**src/rtl/lsu_if.sv**
```systemverilog
// Data-bus interface between the load/store unit and memory.
// The master drives the request side; the slave answers with ready/rdata.
interface lsu_if;
   logic        mem_req;
   logic        mem_we;
   logic [31:0] mem_addr;
   logic [31:0] mem_wdata;
   logic [3:0]  mem_wstrb;
   logic        mem_ready;
   logic [31:0] mem_rdata;

   modport master (
      output mem_req,
      output mem_we,
      output mem_addr,
      output mem_wdata,
      output mem_wstrb,
      input  mem_ready,
      input  mem_rdata
   );

   modport slave (
      input  mem_req,
      input  mem_we,
      input  mem_addr,
      input  mem_wdata,
      input  mem_wstrb,
      output mem_ready,
      output mem_rdata
   );
endinterface

```
**src/rtl/lsu.sv**
```systemverilog
// Load/store unit: accepts one access from ex, runs a ready handshake on the
// data bus with a bounded wait, and writes extended load data back to regs.
// Misaligned or illegal accesses and bus timeouts raise a one-cycle err_o.
module lsu #(
   parameter int TIMEOUT   = 16,
   parameter int TIMEOUT_W = 5
) (
   input  logic         clk,
   input  logic         rst,
   input  logic         req_valid_i,
   input  logic         req_we_i,
   input  logic [2:0]   req_func3_i,
   input  logic [31:0]  req_addr_i,
   input  logic [31:0]  req_wdata_i,
   input  logic [4:0]   req_rd_addr_i,
   lsu_if.master        mem,
   output logic [4:0]   rd_addr_o,
   output logic [31:0]  rd_data_o,
   output logic         rd_wen_o,
   output logic         hold_flag_o,
   output logic         err_o
);

   typedef enum logic [1:0] {
      S_IDLE = 2'd0,
      S_REQ  = 2'd1,
      S_WB   = 2'd2
   } state_e;

   localparam logic [TIMEOUT_W-1:0] TIMEOUT_CNT = TIMEOUT_W'(TIMEOUT);
   localparam logic [TIMEOUT_W-1:0] CNT_ONE     = TIMEOUT_W'(1);

   // Access is legal and naturally aligned for its size; illegal func3 counts as misaligned.
   function automatic logic is_aligned(input logic [2:0] f3, input logic [1:0] off);
      logic ok;
      case (f3)
         3'b000, 3'b100: ok = 1'b1;
         3'b001, 3'b101: ok = (off[0] == 1'b0);
         3'b010:         ok = (off == 2'b00);
         default:        ok = 1'b0;
      endcase
      return ok;
   endfunction

   // Byte strobes for a store of the given size at the given byte offset.
   function automatic logic [3:0] store_strb(input logic [2:0] f3, input logic [1:0] off);
      logic [3:0] s;
      case (f3[1:0])
         2'b00:   s = 4'b0001 << off;
         2'b01:   s = off[1] ? 4'b1100 : 4'b0011;
         default: s = 4'b1111;
      endcase
      return s;
   endfunction

   // Store data replicated across all lanes so the strobes alone pick the bytes.
   function automatic logic [31:0] store_data(input logic [2:0] f3, input logic [31:0] w);
      logic [31:0] d;
      case (f3[1:0])
         2'b00:   d = {4{w[7:0]}};
         2'b01:   d = {2{w[15:0]}};
         default: d = w;
      endcase
      return d;
   endfunction

   // Select the addressed byte/half of the read word and sign- or zero-extend it.
   function automatic logic [31:0] load_ext(input logic [2:0] f3, input logic [1:0] off,
                                            input logic [31:0] w);
      logic [7:0]  b;
      logic [15:0] h;
      logic [31:0] r;
      case (off)
         2'b00:   b = w[7:0];
         2'b01:   b = w[15:8];
         2'b10:   b = w[23:16];
         default: b = w[31:24];
      endcase
      h = off[1] ? w[31:16] : w[15:0];
      case (f3)
         3'b000:  r = {{24{b[7]}}, b};
         3'b001:  r = {{16{h[15]}}, h};
         3'b100:  r = {24'h000000, b};
         3'b101:  r = {16'h0000, h};
         default: r = w;
      endcase
      return r;
   endfunction

   state_e               state_q,     state_d;
   logic [TIMEOUT_W-1:0] cnt_q,       cnt_d;
   logic                 we_q,        we_d;
   logic [2:0]           func3_q,     func3_d;
   logic [1:0]           off_q,       off_d;
   logic [4:0]           rd_addr_q,   rd_addr_d;
   logic [31:0]          rd_data_q,   rd_data_d;
   logic                 rd_wen_q,    rd_wen_d;
   logic                 err_q,       err_d;
   logic                 mem_req_q,   mem_req_d;
   logic                 mem_we_q,    mem_we_d;
   logic [31:0]          mem_addr_q,  mem_addr_d;
   logic [31:0]          mem_wdata_q, mem_wdata_d;
   logic [3:0]           mem_wstrb_q, mem_wstrb_d;

   logic                 aligned_s;
   logic [TIMEOUT_W-1:0] cnt_inc_s;

   assign aligned_s = is_aligned(req_func3_i, req_addr_i[1:0]);
   assign cnt_inc_s = cnt_q + CNT_ONE;

   // Stall request: an access about to be accepted, or one waiting on the bus.
   always_comb begin
      hold_flag_o = ((state_q == S_IDLE) && req_valid_i && aligned_s) || (state_q == S_REQ);
   end

   // Next-state and next-output computation for the access sequencer.
   always_comb begin
      state_d     = state_q;
      cnt_d       = cnt_q;
      we_d        = we_q;
      func3_d     = func3_q;
      off_d       = off_q;
      rd_addr_d   = rd_addr_q;
      rd_data_d   = rd_data_q;
      rd_wen_d    = 1'b0;
      err_d       = 1'b0;
      mem_req_d   = mem_req_q;
      mem_we_d    = mem_we_q;
      mem_addr_d  = mem_addr_q;
      mem_wdata_d = mem_wdata_q;
      mem_wstrb_d = mem_wstrb_q;

      case (state_q)
         S_IDLE: begin
            if (req_valid_i) begin
               if (aligned_s) begin
                  we_d        = req_we_i;
                  func3_d     = req_func3_i;
                  off_d       = req_addr_i[1:0];
                  rd_addr_d   = req_rd_addr_i;
                  cnt_d       = {TIMEOUT_W{1'b0}};
                  mem_req_d   = 1'b1;
                  mem_we_d    = req_we_i;
                  mem_addr_d  = {req_addr_i[31:2], 2'b00};
                  mem_wdata_d = req_we_i ? store_data(req_func3_i, req_wdata_i) : 32'h00000000;
                  mem_wstrb_d = req_we_i ? store_strb(req_func3_i, req_addr_i[1:0]) : 4'b0000;
                  state_d     = S_REQ;
               end else begin
                  err_d = 1'b1;
               end
            end else begin
               state_d = S_IDLE;
            end
         end

         S_REQ: begin
            cnt_d = cnt_inc_s;
            // Ready is checked before the timeout so a completion on the last
            // allowed cycle still succeeds.
            if (mem.mem_ready) begin
               mem_req_d   = 1'b0;
               mem_we_d    = 1'b0;
               mem_wstrb_d = 4'b0000;
               if (we_q) begin
                  state_d = S_IDLE;
               end else begin
                  rd_data_d = load_ext(func3_q, off_q, mem.mem_rdata);
                  rd_wen_d  = (rd_addr_q != 5'd0);
                  state_d   = S_WB;
               end
            end else if (cnt_inc_s == TIMEOUT_CNT) begin
               mem_req_d   = 1'b0;
               mem_we_d    = 1'b0;
               mem_wstrb_d = 4'b0000;
               err_d       = 1'b1;
               state_d     = S_IDLE;
            end else begin
               state_d = S_REQ;
            end
         end

         S_WB: begin
            state_d = S_IDLE;
         end

         default: begin
            state_d     = S_IDLE;
            mem_req_d   = 1'b0;
            mem_we_d    = 1'b0;
            mem_wstrb_d = 4'b0000;
         end
      endcase
   end

   // State and registered outputs; reset aborts any access in flight.
   always_ff @(posedge clk or posedge rst) begin
      if (rst) begin
         state_q     <= S_IDLE;
         cnt_q       <= {TIMEOUT_W{1'b0}};
         we_q        <= 1'b0;
         func3_q     <= 3'b000;
         off_q       <= 2'b00;
         rd_addr_q   <= 5'd0;
         rd_data_q   <= 32'h00000000;
         rd_wen_q    <= 1'b0;
         err_q       <= 1'b0;
         mem_req_q   <= 1'b0;
         mem_we_q    <= 1'b0;
         mem_addr_q  <= 32'h00000000;
         mem_wdata_q <= 32'h00000000;
         mem_wstrb_q <= 4'b0000;
      end else begin
         state_q     <= state_d;
         cnt_q       <= cnt_d;
         we_q        <= we_d;
         func3_q     <= func3_d;
         off_q       <= off_d;
         rd_addr_q   <= rd_addr_d;
         rd_data_q   <= rd_data_d;
         rd_wen_q    <= rd_wen_d;
         err_q       <= err_d;
         mem_req_q   <= mem_req_d;
         mem_we_q    <= mem_we_d;
         mem_addr_q  <= mem_addr_d;
         mem_wdata_q <= mem_wdata_d;
         mem_wstrb_q <= mem_wstrb_d;
      end
   end

   assign mem.mem_req   = mem_req_q;
   assign mem.mem_we    = mem_we_q;
   assign mem.mem_addr  = mem_addr_q;
   assign mem.mem_wdata = mem_wdata_q;
   assign mem.mem_wstrb = mem_wstrb_q;
   assign rd_addr_o     = rd_addr_q;
   assign rd_data_o     = rd_data_q;
   assign rd_wen_o      = rd_wen_q;
   assign err_o         = err_q;

endmodule

```
**src/flat_wrapper.sv**
```systemverilog
// flat-port wrapper written by rule: the top's interface ports become plain ports
module lsu_flat 
#(
   parameter int TIMEOUT   = 16,
   parameter int TIMEOUT_W = 5
)
  (clk, rst, req_valid_i, req_we_i, req_func3_i, req_addr_i, req_wdata_i, req_rd_addr_i, rd_addr_o, rd_data_o, rd_wen_o, hold_flag_o, err_o, mem_mem_req, mem_mem_we, mem_mem_addr, mem_mem_wdata, mem_mem_wstrb, mem_mem_ready, mem_mem_rdata);
  lsu_if mem_i ();
  input  logic clk;
  input  logic rst;
  input  logic req_valid_i;
  input  logic req_we_i;
  input  logic [2:0] req_func3_i;
  input  logic [31:0] req_addr_i;
  input  logic [31:0] req_wdata_i;
  input  logic [4:0] req_rd_addr_i;
  output logic [4:0] rd_addr_o;
  output logic [31:0] rd_data_o;
  output logic rd_wen_o;
  output logic hold_flag_o;
  output logic err_o;
  output wire logic [$bits(mem_i.mem_req)-1:0] mem_mem_req;
  output wire logic [$bits(mem_i.mem_we)-1:0] mem_mem_we;
  output wire logic [$bits(mem_i.mem_addr)-1:0] mem_mem_addr;
  output wire logic [$bits(mem_i.mem_wdata)-1:0] mem_mem_wdata;
  output wire logic [$bits(mem_i.mem_wstrb)-1:0] mem_mem_wstrb;
  input wire logic [$bits(mem_i.mem_ready)-1:0] mem_mem_ready;
  input wire logic [$bits(mem_i.mem_rdata)-1:0] mem_mem_rdata;
  assign mem_mem_req = mem_i.mem_req;
  assign mem_mem_we = mem_i.mem_we;
  assign mem_mem_addr = mem_i.mem_addr;
  assign mem_mem_wdata = mem_i.mem_wdata;
  assign mem_mem_wstrb = mem_i.mem_wstrb;
  assign mem_i.mem_ready = mem_mem_ready;
  assign mem_i.mem_rdata = mem_mem_rdata;
  lsu #(.TIMEOUT(TIMEOUT), .TIMEOUT_W(TIMEOUT_W)) u_core (.clk(clk), .rst(rst), .req_valid_i(req_valid_i), .req_we_i(req_we_i), .req_func3_i(req_func3_i), .req_addr_i(req_addr_i), .req_wdata_i(req_wdata_i), .req_rd_addr_i(req_rd_addr_i), .mem(mem_i), .rd_addr_o(rd_addr_o), .rd_data_o(rd_data_o), .rd_wen_o(rd_wen_o), .hold_flag_o(hold_flag_o), .err_o(err_o));
endmodule
```
**config.mk**
```make
export PLATFORM = sky130hd
export DESIGN_NAME = lsu_flat
export DESIGN_NICKNAME = d
export VERILOG_FILES = /design/src/rtl/lsu_if.sv /design/src/rtl/lsu.sv /design/src/flat_wrapper.sv
export SDC_FILE = /design/constraint.sdc
export NUM_CORES = 1
export LEC_CHECK = 0
export CORE_ASPECT_RATIO = 0.7
export CORE_MARGIN = 10
export CORE_UTILIZATION = 40
export DETAILED_ROUTE_END_ITERATION = 7
export GPL_ROUTABILITY_DRIVEN = 0
export PLACE_DENSITY = 0.76
export SLEW_MARGIN = 25
export SYNTH_ARGS = -nofsm -noshare
export SYNTH_HDL_FRONTEND = slang
export SYNTH_SLANG_ARGS = --single-unit
```
**constraint.sdc**
```tcl
create_clock -name clk -period 3.95 [get_ports clk]
set_clock_uncertainty 0.2 [all_clocks]
set_input_delay 0.5925 -clock clk [delete_from_list [all_inputs] [get_ports clk]]
set_output_delay 0.5925 -clock clk [all_outputs]
set_load 0.02 [all_outputs]
```
==> flow_metrics.env <==
export IMPL_post_cts_setup_buffers=0
export IMPL_layout_core_utilization_pct=62.3
export IMPL_r2r_end="u_core.rd_data_o[17]$_DFFE_PP0P_"
export IMPL_cts_tree="built"
export IMPL_cpLargestDelayFamily="buffers and inverters"
export IMPL_totalWireLength_um=18700
export IMPL_dieHeight_um=120
export IMPL_worst_path_stages=6
export IMPL_yosysSeqAreaShare_pct=52.6
export IMPL_synth_area_top_cells="sky130_fd_sc_hd__dfrtp_1 53%, sky130_fd_sc_hd__nand2_1 15%, sky130_fd_sc_hd__mux2_2 4.3%"
export IMPL_design_die_area_mm2=0.0195
export IMPL_totalNegativeSetupSlack_ps=0
export IMPL_tritoncts_num_buffers=17
export IMPL_critical_path_class="input pin to output pin"
export IMPL_drt_pass1_iterations=5
export IMPL_timing_critical_path_from="req_addr_i[1]"
export IMPL_yosys_most_used_dff="sky130_fd_sc_hd__dfrtp_1"
export IMPL_ff_latch_area_mm2=0.00300
export IMPL_worst_setup_path_endpoint="hold_flag_o"
export IMPL_worstPathCellList="clkdlybuf4s50_1 -> nor4_4 -> o21ai_2 -> and2_1 -> inv_1 -> clkdlybuf4s50_1"
export IMPL_design_core_area_mm2=0.0140
export IMPL_max_slew_margin_pct=40.2
export IMPL_regToRegStartpoint="u_core.off_q[1]$_DFFE_PP0P_"
export IMPL_critPathRequiredTime_ps=3160
export IMPL_post_route_cells_drive_above_1_share_pct=8.75
export IMPL_drt_initial_drc_count=316
export IMPL_netlist_cell_types=45
export IMPL_htree_num_levels=4
export IMPL_worst_endpoint_arrival_ps=2700
export IMPL_power_density_mw_per_mm2=653
export IMPL_io_pins=219
export IMPL_postSynthAreaPerCell_um2=8.94
export IMPL_post_cts_resized=0
export IMPL_clk_insertion_delay_late_ps=400
export IMPL_cts_path_max_buffers=2
export IMPL_finalInstanceArea_mm2=0.00870
export IMPL_r2r_slack_ps=1430
export IMPL_drt_wirelength_per_cell_um=17.9
export IMPL_grt_first_pass_wirelength_um=30000
export IMPL_place_ws_ps=458
export IMPL_critPathBufInv=3
export IMPL_row_count=36
export IMPL_post_synth_instance_area_mm2=0.00571
export IMPL_report_power_total_mw=5.68
export IMPL_reg2reg_depth=4
export IMPL_port_buffers=216
export IMPL_timing_fmax_mhz=286
export IMPL_leak_pwr_nw=3.96
export IMPL_final_report_setup_violation_count=0
export IMPL_worst_path_max_fanout=8
export IMPL_max_cap_violations=0
export IMPL_die_width_um=163
export IMPL_synth_most_common_cell="sky130_fd_sc_hd__nand2_1"
export IMPL_antenna_found_initial=0
export IMPL_timing_critical_path_slowest_cell_delay_ps=620
export IMPL_timing_max_transition_violations_final=0
export IMPL_drc=0
export IMPL_ys_async_sr_fraction_pct=100
export IMPL_synth_enable_flop_cells=0
export IMPL_least_margin_pin_slew_ps=897
export IMPL_areaGrowthSynthToFinish_pct=52.2
export IMPL_path_clk_slew_ps=50
export IMPL_nNetsFinal=954
export IMPL_outcome="finished clean"
export IMPL_num_antenna_cells=0
export IMPL_multiInputGateArea_mm2=0.00251
export IMPL_vias=5171
export IMPL_grt_setup_unrepaired="false"
export IMPL_grt_overflow=0
export IMPL_via_per_inst=4.94
export IMPL_critical_path_slowest_cell="sky130_fd_sc_hd__clkdlybuf4s50_1"
export IMPL_ant_nets=0
export IMPL_grt_use_total_pct=19.1
export IMPL_first_global_vias=5394
export IMPL_vdd_ir_drop_worst_mv=0.293
export IMPL_final_min_period_over_clock_period_pct=88.4
export IMPL_synth_top_cells_by_count="228 x sky130_fd_sc_hd__nand2_1, 120 x sky130_fd_sc_hd__dfrtp_1, 46 x sky130_fd_sc_hd__nand3_1"
export IMPL_netlist_area_leader_share_pct=52.6
export IMPL_hold_path_class="flop to flop"
export IMPL_finalHoldViolCount=0
export IMPL_fillers=1188
export IMPL_synthesis_instances=639
export IMPL_sink_count=120
export IMPL_post_dp_cell_area_mm2=0.00805
export IMPL_detailed_place_hpwl_um=13500
export IMPL_final_critical_path_setup_slack_ps=460
export IMPL_timing_critical_path_mode_cell="sky130_fd_sc_hd__clkdlybuf4s50_1"
export IMPL_cts_hold_repair_buffers=0
export IMPL_period_needed_ps=3490
export IMPL_cts_root_buf="sky130_fd_sc_hd__clkbuf_16"
export IMPL_netlist_top_cell_by_area="sky130_fd_sc_hd__dfrtp_1"
export IMPL_synth_seq_cells=120
export IMPL_critPathLaunchType="input pin"
export IMPL_yosys_warnings=0
export IMPL_pin_count_of_the_biggest_net_entering_global_routing=65
export IMPL_initial_standard_cell_utilization_of_the_core_pct=40.9
export IMPL_end_kind="output pin"
## metrics by stage
stage	hold WS, ps	std cells
floorplan	246	640
global placement	250	1015
detailed placement	255	1015
CTS	268	1047
global route	288	1047
finish	266	1047
## report_power, final
group	internal, mW	switching (mW)	leakage, nW
combinational	0.988	1.12	2.15
sequential	1.62	0.266	1.50
clock	1.10	0.590	0.311
## worst min-delay path by stage
stage / start / endpoint / slack, ps / cells past startpoint
floorplan: u_core.we_q$_DFFE_PP0P_ / u_core.we_q$_DFFE_PP0P_ / 250 / 2
global placement: u_core.mem.mem_wdata[7]$_DFFE_PP0P_ / u_core.mem.mem_wdata[7]$_DFFE_PP0P_ / 250 / 2
detailed placement: u_core.mem.mem_wdata[23]$_DFFE_PP0P_ / u_core.mem.mem_wdata[23]$_DFFE_PP0P_ / 260 / 2
CTS: u_core.mem.mem_wdata[23]$_DFFE_PP0P_ / u_core.mem.mem_wdata[23]$_DFFE_PP0P_ / 270 / 2
global route: u_core.mem.mem_wdata[23]$_DFFE_PP0P_ / u_core.mem.mem_wdata[23]$_DFFE_PP0P_ / 290 / 2
finish: u_core.mem.mem_wdata[23]$_DFFE_PP0P_ / u_core.mem.mem_wdata[23]$_DFFE_PP0P_ / 270 / 2
## area by class of cell
type	count	area share (%)
Sequential cell	120	34.5
Multi-Input combinational cell	472	28.8
Timing Repair Buffer	226	26.1
Clock buffer	19	5.21
Tap cell	190	2.73
Clock inverter	13	2.21
Inverter	7	0.345
## routing by layer
layer  up-vias  GRT usage (%)  wire [um]
met2       205           27.9       8190
li1       2528              -          -
met3        12           9.70       2100
met4         0           4.72        188
met1      2426           24.6       8270
met5         -              0          0
## layout by cell type (no fill, tap or decap), types with 9 or more instances in the layout
master / Yosys / layout
sky130_fd_sc_hd__nand2_1: 228 / 228
sky130_fd_sc_hd__nor2_1: 25 / 25
sky130_fd_sc_hd__nand3_1: 46 / 46
sky130_fd_sc_hd__o21ai_0: 36 / 36
sky130_fd_sc_hd__nor2b_1: 9 / 9
sky130_fd_sc_hd__clkbuf_16: 0 / 17
sky130_fd_sc_hd__mux2i_1: 22 / 22
sky130_fd_sc_hd__clkdlybuf4s50_1: 0 / 216
sky130_fd_sc_hd__mux2_2: 22 / 22
sky130_fd_sc_hd__a21oi_1: 30 / 30
sky130_fd_sc_hd__nand2b_1: 12 / 12
sky130_fd_sc_hd__dfrtp_1: 120 / 120
## worst register-to-register path, cell delays in order, from the launching register on
cell and delay (ps):
sky130_fd_sc_hd__dfrtp_1 790, sky130_fd_sc_hd__mux2i_1 350, sky130_fd_sc_hd__mux2i_1 130, sky130_fd_sc_hd__a21oi_2 700
sky130_fd_sc_hd__a21oi_1 180
## kinds of logic (layout without fill, tap and decap cells)
kind of cell | Yosys count | in the layout | share of synthesized area [%]
AO/OA/AOI/OAI | 82 | 82 | 8.41
multiplexers | 45 | 45 | 8.58
flip-flops | 120 | 120 | 52.6
XOR/XNOR | 1 | 1 | 0.153
adder cells (fa/ha/maj) | 1 | 1 | 0.219
other | 1 | 2 | 0.0656
buffers and inverters | 48 | 265 | 3.90
AND/OR/NAND/NOR | 341 | 341 | 26.1
## sequential cells by signal, summed over array words and instances, names as in the netlist
register and flops:
u_core.we_q 1, u_core.mem.mem_wstrb 4, u_core.func3_q 3, u_core.mem.mem_req 1, u_core.cnt_q 5, u_core.mem.mem_we 1
u_core.rd_wen_o 1, u_core.off_q 2, u_core.err_o 1, u_core.rd_addr_o 5, u_core.mem.mem_wdata 32, u_core.state_q 2
u_core.rd_data_o 32, u_core.mem.mem_addr 30
(Power assumes the default switching activity.)
